$ cat src/rtl/alu_share_arb.sv
// Shared RV64 integer ALU with two round-robin requesters and a single-entry
// result buffer that drains through a tagged valid/ready response port.
package decode_pkg;
    typedef logic [4:0] alufunc_t;
    localparam alufunc_t ALU_ADD   = 5'd0;
    localparam alufunc_t ALU_SUB   = 5'd1;
    localparam alufunc_t ALU_ADDW  = 5'd2;
    localparam alufunc_t ALU_SUBW  = 5'd3;
    localparam alufunc_t ALU_SLL   = 5'd4;
    localparam alufunc_t ALU_SRL   = 5'd5;
    localparam alufunc_t ALU_SRA   = 5'd6;
    localparam alufunc_t ALU_SLLW  = 5'd7;
    localparam alufunc_t ALU_SRLW  = 5'd8;
    localparam alufunc_t ALU_SRAW  = 5'd9;
    localparam alufunc_t ALU_OR    = 5'd10;
    localparam alufunc_t ALU_XOR   = 5'd11;
    localparam alufunc_t ALU_AND   = 5'd12;
    localparam alufunc_t ALU_SLT   = 5'd13;
    localparam alufunc_t ALU_SLTU  = 5'd14;
    localparam alufunc_t ALU_PASSB = 5'd15;
endpackage

module alu_share_arb
    import decode_pkg::*;
#(
    parameter logic RR_INIT = 1'b0
) (
    input  logic        clk,
    input  logic        resetn,
    input  logic        req0_valid,
    output logic        req0_ready,
    input  logic [63:0] req0_a,
    input  logic [63:0] req0_b,
    input  alufunc_t    req0_func,
    input  logic        req1_valid,
    output logic        req1_ready,
    input  logic [63:0] req1_a,
    input  logic [63:0] req1_b,
    input  alufunc_t    req1_func,
    output logic        resp_valid,
    input  logic        resp_ready,
    output logic        resp_id,
    output logic [63:0] resp_c
);
    typedef enum logic {EMPTY, FULL} buf_state_t;

    buf_state_t  state_q, state_d;
    logic        prio_q, prio_d;
    logic        id_q, id_d;
    logic [63:0] c_q, c_d;
    logic        can_accept, grant0, grant1, xfer0, xfer1, sel1;
    logic [63:0] op_a, op_b, alu_c;
    alufunc_t    op_func;

    function automatic logic [63:0] alu(input alufunc_t f, input logic [63:0] a,
                                        input logic [63:0] b);
        logic [31:0] w;
        logic [63:0] r;
        w = '0;
        r = '0;
        case (f)
            ALU_ADD:   r = a + b;
            ALU_SUB:   r = a - b;
            ALU_ADDW:  begin w = a[31:0] + b[31:0]; r = {{32{w[31]}}, w}; end
            ALU_SUBW:  begin w = a[31:0] - b[31:0]; r = {{32{w[31]}}, w}; end
            ALU_SLL:   r = a << b[5:0];
            ALU_SRL:   r = a >> b[5:0];
            ALU_SRA:   r = $unsigned($signed(a) >>> b[5:0]);
            ALU_SLLW:  begin w = a[31:0] << b[4:0]; r = {{32{w[31]}}, w}; end
            ALU_SRLW:  begin w = a[31:0] >> b[4:0]; r = {{32{w[31]}}, w}; end
            ALU_SRAW:  begin
                w = $unsigned($signed(a[31:0]) >>> b[4:0]);
                r = {{32{w[31]}}, w};
            end
            ALU_OR:    r = a | b;
            ALU_XOR:   r = a ^ b;
            ALU_AND:   r = a & b;
            ALU_SLT:   r = {63'd0, $signed(a) < $signed(b)};
            ALU_SLTU:  r = {63'd0, a < b};
            ALU_PASSB: r = b;
            default:   r = '0;
        endcase
        return r;
    endfunction

    // Each port's grant looks only at the other port's valid, so a ready may be
    // raised on both ports when neither is valid; at most one can transfer.
    assign can_accept = (state_q == EMPTY) | resp_ready;
    assign grant0     = !req1_valid | !prio_q;
    assign grant1     = !req0_valid | prio_q;
    assign req0_ready = can_accept & grant0;
    assign req1_ready = can_accept & grant1;
    assign xfer0      = req0_valid & req0_ready;
    assign xfer1      = req1_valid & req1_ready;

    // Operand select comes from arbitration only, keeping resp_ready off the ALU path.
    assign sel1    = req1_valid & (prio_q | !req0_valid);
    assign op_a    = sel1 ? req1_a    : req0_a;
    assign op_b    = sel1 ? req1_b    : req0_b;
    assign op_func = sel1 ? req1_func : req0_func;
    assign alu_c   = alu(op_func, op_a, op_b);

    always_comb begin
        state_d = state_q;
        prio_d  = prio_q;
        id_d    = id_q;
        c_d     = c_q;
        if (xfer0 | xfer1) begin
            state_d = FULL;
            c_d     = alu_c;
            id_d    = xfer1;
            prio_d  = !xfer1;
        end else if (resp_ready) begin
            state_d = EMPTY;
        end
    end

    always_ff @(posedge clk or negedge resetn) begin
        if (!resetn) begin
            state_q <= EMPTY;
            prio_q  <= RR_INIT;
            id_q    <= 1'b0;
            c_q     <= '0;
        end else begin
            state_q <= state_d;
            prio_q  <= prio_d;
            id_q    <= id_d;
            c_q     <= c_d;
        end
    end

    assign resp_valid = (state_q == FULL);
    assign resp_id    = id_q;
    assign resp_c     = c_q;
endmodule

$ cat config.mk
export PLATFORM = sky130hd
export DESIGN_NAME = alu_share_arb
export DESIGN_NICKNAME = d
export VERILOG_FILES = /design/src/rtl/alu_share_arb.sv
export SDC_FILE = /design/constraint.sdc
export NUM_CORES = 1
export LEC_CHECK = 0
export ABC_AREA = 0
export CELL_PAD_IN_SITES_DETAIL_PLACEMENT = 0
export CELL_PAD_IN_SITES_GLOBAL_PLACEMENT = 2
export CORE_MARGIN = 1
export CORE_UTILIZATION = 35
export CTS_CLUSTER_SIZE = 8
export DETAILED_ROUTE_END_ITERATION = 10
export PLACE_DENSITY = 0.95
export SYNTH_ARGS = -nofsm -noshare
export SYNTH_HDL_FRONTEND = slang
export SYNTH_SLANG_ARGS = --single-unit
$ cat constraint.sdc
create_clock -name clk -period 9.15 [get_ports clk]
set_input_delay 1.3725 -clock clk [delete_from_list [all_inputs] [get_ports clk]]
set_output_delay 1.3725 -clock clk [all_outputs]
set_load 0.02 [all_outputs]
Word level (Yosys, flattened, before mapping). Index checks and enable logic that the tools add are counted. W data, S select, Z words.

Add/subtract/negate cells: 4. Shift-type cells: 6. Magnitude comparators: 2. Bitwise gates (word level): 13. Reductions and logical operators: 6. Equality and inequality tests: 15. Muxes and demuxes: 6.

Operator list (count): $pmux W64 S16 (1); $lt A64 B64 Y1 (2); $mux W64 (2); $add A64 B64 Y64 (1); $and A64 B64 Y64 (1); $or A64 B64 Y64 (1); $shl A64 B6 Y64 (1); $shr A64 B6 Y64 (1); $sshr A64 B6 Y64 (1); $sub A64 B64 Y64 (1); $xor A64 B64 Y64 (1); $eq A5 B4 Y1 const B (8); $add A32 B32 Y32 (1); $shl A32 B5 Y32 (1); $shr A32 B5 Y32 (1); $sshr A32 B5 Y32 (1); $sub A32 B32 Y32 (1); $eq A5 B3 Y1 const B (4); $eq A5 B2 Y1 const B (2); $and A1 B1 Y1 (5); $eq A5 B1 Y1 const B (1); $logic_not A5 Y1 (1); $mux W5 (1); $logic_not A1 Y1 (4); 4 further kinds (8).

Output and inout bits: 68. Logic and storage cells: 56. Register bits: 67. Input bits: 271.

Logic depth before layout (Yosys ltp).
Word-level depth: 6. Mapped depth: 27. Depth with buffers taken out: 19.

Least setup slack after synthesis. No wires, ideal clock.

Path type: in2reg. From: in req0_valid. To: reg c_q[60], in the netlist resp_c[60]. Data required time: 9068 ps. Stages on the path: 24. Arrival time: 6399 ps. Path slack: 2669 ps. Buffers on the path: 9. Cells stage by stage: nand2b_1 -> buf_2 -> nand2_2 -> buf_2 -> buf_2 -> buf_2 -> buf_2 -> buf_1 -> clkbuf_1 -> clkbuf_1 -> nand2_1 -> nand2_1 -> ha_1 -> buf_2 -> nor4_4 -> nand3_1 -> or3_1 -> or2_2 -> and4bb_2 -> o21ai_1 -> o31ai_2 -> a31oi_1 -> or3_1 -> a31oi_1.

Longest elaborated chain between the ends: 6. Elaborated cells on any way between the ends: 40.

Ends and longest elaborated chain: start, declared (line 30) `input logic req0_valid,`; $logic_not A1 Y1 (line 90, 97); $or A1 B1 Y1 (line 90, 97); $and A1 B1 Y1 (line 97) `assign sel1 = req1_valid & (prio_q | !req0_valid);`; $mux W64, or another cell as far along (line 98) `assign op_a = sel1 ? req1_a : req0_a;`; $sub A64 B64 Y64, or another cell as far along (line 63) `ALU_SUB: r = a - b;`; $pmux W64 S16 (line 61) `case (f)`; end signal, assigned (line 123) `c_q <= '0;`; end signal, assigned (line 128) `c_q <= c_d;`; end, declared (line 50) `logic [63:0] c_q, c_d;`.

Several ways; a longest one is shown, not always the timed one. A chain may end at the register's enable or synchronous reset.

Final worst setup path.
From: in req0_valid. To: reg c_q[59], in the netlist resp_c[59].

The elaborated chain is that of the path after synthesis.

==> impl_metrics.csv <==
group,metric,value,unit
run_status,status,"completed",
sta,fin_setup_tns,0,ns
yosys,synth-edff-count,0,
sta,finClkSkew,0.01304,ns
routing,drc,0,
setup_path,critPathArrivalTime,7.86,ns
yosys,synth_nets,4942,
power,total_power,5.000,mW
yosys,synth-compound-area-share,33.62,%
worst_hold_path,hold-path-endpoint,"resp_c[6]$_DFFE_PN0P_",
final_layout,syn_to_final_growth,15.71,%
grt,track_usage,45.86,%
placement,gp_congestion,1.087,
final_layout,drive_gt1_share,7.624,%
setup_path,r2r_slack,2.76,ns
cts,post_cts_buffers,0,
setup_path,r2r_end,"resp_c[59]$_DFFE_PN0P_",
grt,grt_use_met3,9.606,%
cts,clock_latency,0.40,ns
worst_hold_path,min_path_type,"register to register",
yosys,synth.distinct_cells,103,
cts,holdBufCountCts,0,
floorplanning,die_w,291.7,um
floorplanning,initial_core_util,35.61,%
grt,grt_max_degree,120,
placement,dp_slack,1.421,ns
placement,io_buffers,338,
sta,fin_crit_sh,83.07,%
grt,busiest_layer,"met2",
final_layout,final_common_cell,"nand2_1",
grt,antenna_found_initial,14,
routing,post_drt_wl_per_cell,35.81,um
cts,cts_root_buffer,"clkbuf_16",
floorplanning,die_h,291.7,um
power,swShare,63.15,%
power,sequentialPowerShare,8.9,%
setup_path,cp_data_required_time,9.41,ns
grt,grt_pass1_vias,36231,
setup_path,crit_path_start_kind,"input pin",
cts,cts_made_buffers,9,
yosys,ys_dominant_reg_cell,"dfrtp_1",
final_layout,final_util,41.20,%
floorplanning,ios,339,
power,pwr-share-comb,83.5,%
yosys,synth-seq-cells,67,
grt,use_met2,69.38,%
sta,fin_hold_ws,0.4920,ns
final_layout,mostFrequentLayoutCells,"nand2_1, a21oi_1, nor2_1, mux2i_1, clkdlybuf4s50_1",
cts,cts-resized-gates,0,
sta,final-hold-violation-count,0,
setup_path,cp_slowest_cell,"nor4b_1",
setup_path,cp_top_family,"simple AND/OR/NAND/NOR gates",
final_layout,antenna_cells,0,
power,power_density,147.1,mW/mm^2
yosys,synthMuxAreaShare,18.56,%
setup_path,critPathMaxFanout,38,
power,p_clk_share,7.6,%
cts,cts_tree,"yes",
routing,dr_total_vias,38677,
floorplanning,die_area,0.08510,sq mm
grt,grt.overflow.total,0,
yosys,synth_top_family_by_area,"compound AO/OA/AOI/OAI gates",
routing,avgViaCountPerCell,6.832,
sta,setup_slack,1.549,ns
routing,drt_iter0_drc,5573,
power,vdd.ir_drop.worst,0.1222,mV
setup_path,critPathMaxStageDelay,0.86,ns
placement,dp_hpwl,161900,um
flow_run,maxCapViolCount,0,
power,power.net_switching,3.158,mW
grt,grt_first_pass_wirelength,281400,um
floorplanning,num_rows,105,
worst_hold_path,holdCritStartpoint,"resp_c[6]$_DFFE_PN0P_",
grt,use_met1,55.97,%
yosys,ys_seq_area_share,5.707,%
setup_path,crit_top_cell,"nand2_1",
final_layout,final_area,0.03399,sq mm
floorplanning,core_region_area,0.08250,sq mm
routing,firstDrtPassIters,7,
placement,dpl.cell_count,5647,
placement,placed_cell_area,0.03372,sq mm
cts,ctsHtreeMaxLevel,3,
power,p_leak,14.07,nW
sta,fmax,131.6,MHz
sta,rsz0062_at_grt,"false",
worst_hold_path,hold_depth,1,
cts,clkSinkCount,67,
sta,worst_pin_slew,1.395,ns
cts,clkSlewWorstSetupHoldPaths,0.06,ns
cts,clockBufferDepth,2,
setup_path,rr_startpoint,"prio_q$_DFFE_PN0P_",
yosys,synth_xor_area_share,1.550,%
setup_path,worstRegToRegCells,18,
yosys,synthArstFlopShare,100.0,%
final_layout,fill_cells,8869,
setup_path,crit_type,"input pin to register",
sta,drv_slew,0,
power,p_int,1.843,mW
sta,setup_viol,0,
final_layout,stdcell_count,5661,
setup_path,crit_buf_inv,3,
yosys,syn-mean-instance-area,6.573,sq um
setup_path,crit_path_end_kind,"register",
routing,ant_nets,0,
sta,period_needed,7.601,ns
sta,relSlewSlack,6.002,%
yosys,syn_area,0.02938,sq mm
yosys,yosys.area_share.simple,23.88,%
yosys,ys_warn_count,0,
yosys,synthAdderAreaFrac,8.655,%
routing,wirelength,202700,um
final_layout,fin_nets,5061,
setup_path,path_cells,"clkdlybuf4s50_1, nand2b_4, nand2_8, buf_4, nand2_1, nand2_1, ha_1, nor4_1, nand2_1, a311oi_1, a2111oi_1, buf_4, nor4b_1, nand4_1, a21oi_1, o2111ai_1, nand2_1, mux2i_1, a31oi_1",
yosys,syn_inst,4469,
==> worst max path at each step <==
stage	from	to	slack [ns]	cells after the start
after floorplan	req0_valid	resp_c[60]$_DFFE_PN0P_	2.67	24
after global placement	req0_valid	resp_c[58]$_DFFE_PN0P_	0.72	19
after detailed placement	req0_valid	resp_c[59]$_DFFE_PN0P_	1.42	19
after CTS	req0_valid	resp_c[59]$_DFFE_PN0P_	1.85	19
after global routing	req0_valid	resp_c[59]$_DFFE_PN0P_	1.32	19
final	req0_valid	resp_c[59]$_DFFE_PN0P_	1.55	19
==> routing by layer <==
metal	part of all wire, %	routed length [um]	vias up
met4	9.8	19900	15
met1	38	76960	18662
met3	9.7	19750	607
li1	-	-	16804
met5	0.098	199	-
met2	42	85920	2589
==> state kept, by name, indices dropped and copies added (netlist names) <==
name / flops
resp_id: 1
resp_valid: 1
prio_q: 1
resp_c: 64
==> synth_stat cells, drive strengths merged, types with 12 or more instances <==
cell type	instances	area, sq um
o211ai	96	725.7
clkbuf	146	548.0
a211oi	68	525.5
ha	200	2502
nor2b	46	287.8
inv	195	732.0
a22oi	25	187.7
dfrtp	67	1677
nor2	417	1585
o21a	22	165.2
nand4	48	300.3
o22ai	53	331.6
o31ai	46	355.3
or2	17	106.4
buf	212	1056
a31o	16	140.1
a41oi	13	132.6
o221ai	31	271.5
mux2	111	1250
a21oi	416	2097
nor3	102	515.5
o2111ai	15	131.4
nand2b	27	168.9
a221o	17	170.2
a21o	37	277.8
a2111oi	25	240.2
nand2	590	2220
xnor2	46	402.9
o21bai	53	397.9
and2	28	175.2
or3	32	200.2
nand3	121	605.6
o32ai	12	112.6
nor4	47	315.3
a31oi	82	513.0
and3	31	193.9
o21ai	346	1747
mux2i	404	4044
a221oi	41	359.1
==> final cells by class <==
cell class	instances	area (sq um)	share of cell area (%)
clock buffers	12	256.5	0.7546
clock inverters	2	12.51	0.03681
inverters	201	763.2	2.245
multi-input cells	3843	25480	74.97
flip-flops and latches	67	1677	4.932
well taps	1070	1339	3.939
repair buffers	466	4461	13.12
==> power by group through the flow <==
stage	combinational, mW	clock (mW)	sequential, mW
2_1_floorplan	2.27	0	0.470
3_3_place_gp	4.00	0	0.447
3_5_place_dp	3.98	0	0.445
4_1_cts	4.00	0.381	0.441
5_1_grt	4.31	0.387	0.443
6_report	4.17	0.380	0.445
==> cell families (layout without fill, tap and decap cells) <==
| kind of cell | after synthesis | in the layout |
|---|---|---|
| AND/OR/NAND/NOR | 1545 | 1545 |
| AO/OA/AOI/OAI | 1522 | 1522 |
| buffers and inverters | 559 | 681 |
| multiplexers | 522 | 522 |
| adder cells (fa/ha/maj) | 202 | 202 |
| flip-flops | 67 | 67 |
| XOR/XNOR | 52 | 52 |
(Power assumes the default switching activity.)
==> edit (same flow settings) <==
Set the parameter `RR_INIT` to 1'b1 (it was 1'b0).
--- a/src/rtl/alu_share_arb.sv
+++ b/src/rtl/alu_share_arb.sv
@@ -23,7 +23,7 @@
 module alu_share_arb
     import decode_pkg::*;
 #(
-    parameter logic RR_INIT = 1'b0
+    parameter logic RR_INIT = 1'b1
 ) (
     input  logic        clk,
     input  logic        resetn,
Formal check against the unedited RTL: not equivalent (Yosys sat finds a counterexample within 4 cycles, from zero or initial values and one cycle with resetn low).
==> edit against the original RTL <==
  * Synthesized area barely moved
  * Cell count rose by 0.16%
  * Utilization barely moved
  * Total power rose by 1.7%
  * Design area rose by 0.27%
  * Wire length fell by 0.32%
  * Sequential cell count did not move
  * Largest power group unchanged
  * Sequential power barely moved
  * Worst setup slack got worse by 0.33 ns
  * Clock power rose by 23%
  * Highest routed layer unchanged
==> edit: results (changes against the original RTL) <==
stage,metric,value,unit,change
route,total number of vias,38700,,about the same
global_routing,total global-route track usage,45.6,%,was 45.9%
setup_path,cell family with most CP delay,simple AND/OR/NAND/NOR gates,,unchanged
global_routing,routing usage on met2,69.3,%,was 69.4%
yosys,Yosys cell types,104,,was 103
global_routing,vias in the first global route,36000,,was 36200
global_routing,initial antenna violation count,12,,was 14
placed_design,GPL Wtd Cong,1.07,,was 1.09
outcome,status,"complete, no violations",,unchanged
setup_path,Crit Path Max Fanout,24,,was 38
power_and_ir_drop,Worst VDD drop,0.0985,mV,was 0.122 mV
route,Top Layer Used,met5,,unchanged
yosys,most common library cells after synthesis,"nand2_1, a21oi_1, nor2_1, mux2i_1, o21ai_0",,unchanged
yosys,top area cells in the synthesized netlist,"mux2i_1, ha_1, nand2_1, a21oi_1, o21ai_0",,"was mux2i_1, ha_1, nand2_1, a21oi_1, dfrtp_1"
global_routing,M1 GR Usage,56.4,%,was 56.0%
sta,clock skew,0.00697,ns,was 0.0130 ns
route,Routed WL,202000,um,was 203000 um
clock_network,Clock Pin Slew Worst Setup and Hold Paths,0.07,ns,
clock_network,CTS Buf Count,9,,unchanged
power_and_ir_drop,Leak,0.0141,uW,about the same
sta,Slew Limit Headroom,7.58,%,was 6.00%
final_layout,Nets,5065,,was 5061
global_routing,first-pass GRT wire length,280000,um,was 281000 um
setup_path,slowest CP cell,nor2_4,,was nor4b_1
yosys,Synthesis Warnings,0,,unchanged
placed_design,pre-CTS setup slack,1.05,ns,was 1.42 ns
route,initial drt markers,5520,,was 5573
global_routing,GR Layer Usage met3,8.23,%,was 9.61%
placed_design,placed insts,5651,,was 5647
yosys,"Net Count, Synth",4942,,unchanged
power_and_ir_drop,Sw Ratio,62.2,%,was 63.2%
final_layout,ratio of cells with drive above 1 in the final layout,7.79,%,was 7.62%
clock_network,Setup Buffers After CTS,0,,unchanged
yosys,Main synth FF type,dfrtp_1,,unchanged
route,DR WL/cell,35.6,um,was 35.8 um
route,wire length on met3,18500,um,was 19700 um
route,1st-pass router iterations,6,,was 7
setup_path,Worst Path Arrival,8.25,ns,was 7.86 ns
placed_design,Post-DP Area,33700,um^2,about the same
route,met1 wire length,77900,um,was 77000 um
global_routing,largest net degree at the start of global routing,158,,was 120
placed_design,hpwl dp,161000,um,was 162000 um
yosys,Mapped Avg Cell Area,6.57,um^2,about the same
route,wire length on met2,86200,um,was 85900 um
final_layout,"leading cell type in the layout, fill and taps excluded",nand2_1,,unchanged
setup_path,biggest cell delay along the critical path,0.83,ns,was 0.86 ns
yosys,register area share after synthesis,5.71,%,about the same
clock_network,Max H-tree Level,3,,unchanged
yosys,async set or reset register ratio after synthesis,100,%,unchanged
final_layout,max FFs per register,64,,unchanged
clock_network,clk buf depth,2,,unchanged
clock_network,root buffer cell,clkbuf_16,,unchanged
clock_network,CTS resizes,0,,unchanged
die,chip width,292,um,about the same
edit: cell count changes in the layout (fill, tap and decap cells not counted), sizes merged, moves of 2 or more:
cell / delta
clkbuf: -2
diode: +3
bufinv: +3
buf: +4
edit: power groups by stage:
stage / Combinational [uW] / Clock (uW) / Sequential [uW]
floorplan: 2270 / 0 / 471
global placement: 4000 / 0 / 446
detailed placement: 3980 / 0 / 444
CTS: 4000 / 463 / 441
global route: 4310 / 472 / 443
finish: 4180 / 467 / 444
edit: logic make-up after synthesis:
group,count (synthesis),share of synthesized area [%]
muxes,522,18.6
xor gates and xnor gates,52,1.55
AOI/OAI and AO/OA,1522,33.6
buffers and inverters,559,8.03
DFF,67,5.71
adders and majority gates,202,8.65
and+or+nand+nor,1545,23.9
edit: area by class of cell:
type	count	area, um^2
clock buffers	10	229
inverters	201	763
multi-input cells	3843	25500
well taps	1070	1340
flip-flops and latches	67	1680
fillers	8945	48600
diodes	3	7.51
repair buffers	470	4470
clock inverters	6	115
edit: final timing paths:
| path | cells after the start | slack [ns] | startpoint | endpoint |
|---|---|---|---|---|
| min in group asynchronous | 1 | 0.84 | resetn | resp_c[18]$_DFFE_PN0P_ |
| setup / recovery | 19 | 1.22 | req0_valid | resp_c[60]$_DFFE_PN0P_ |
| hold / removal | 1 | 0.53 | resp_c[6]$_DFFE_PN0P_ | resp_c[6]$_DFFE_PN0P_ |
| setup reg to reg | 18 | 2.27 | prio_q$_DFFE_PN1P_ | resp_c[60]$_DFFE_PN0P_ |
| max in group asynchronous | 2 | 7.04 | resetn | resp_c[41]$_DFFE_PN0P_ |
| hold reg to reg | 1 | 0.53 | resp_c[6]$_DFFE_PN0P_ | resp_c[6]$_DFFE_PN0P_ |
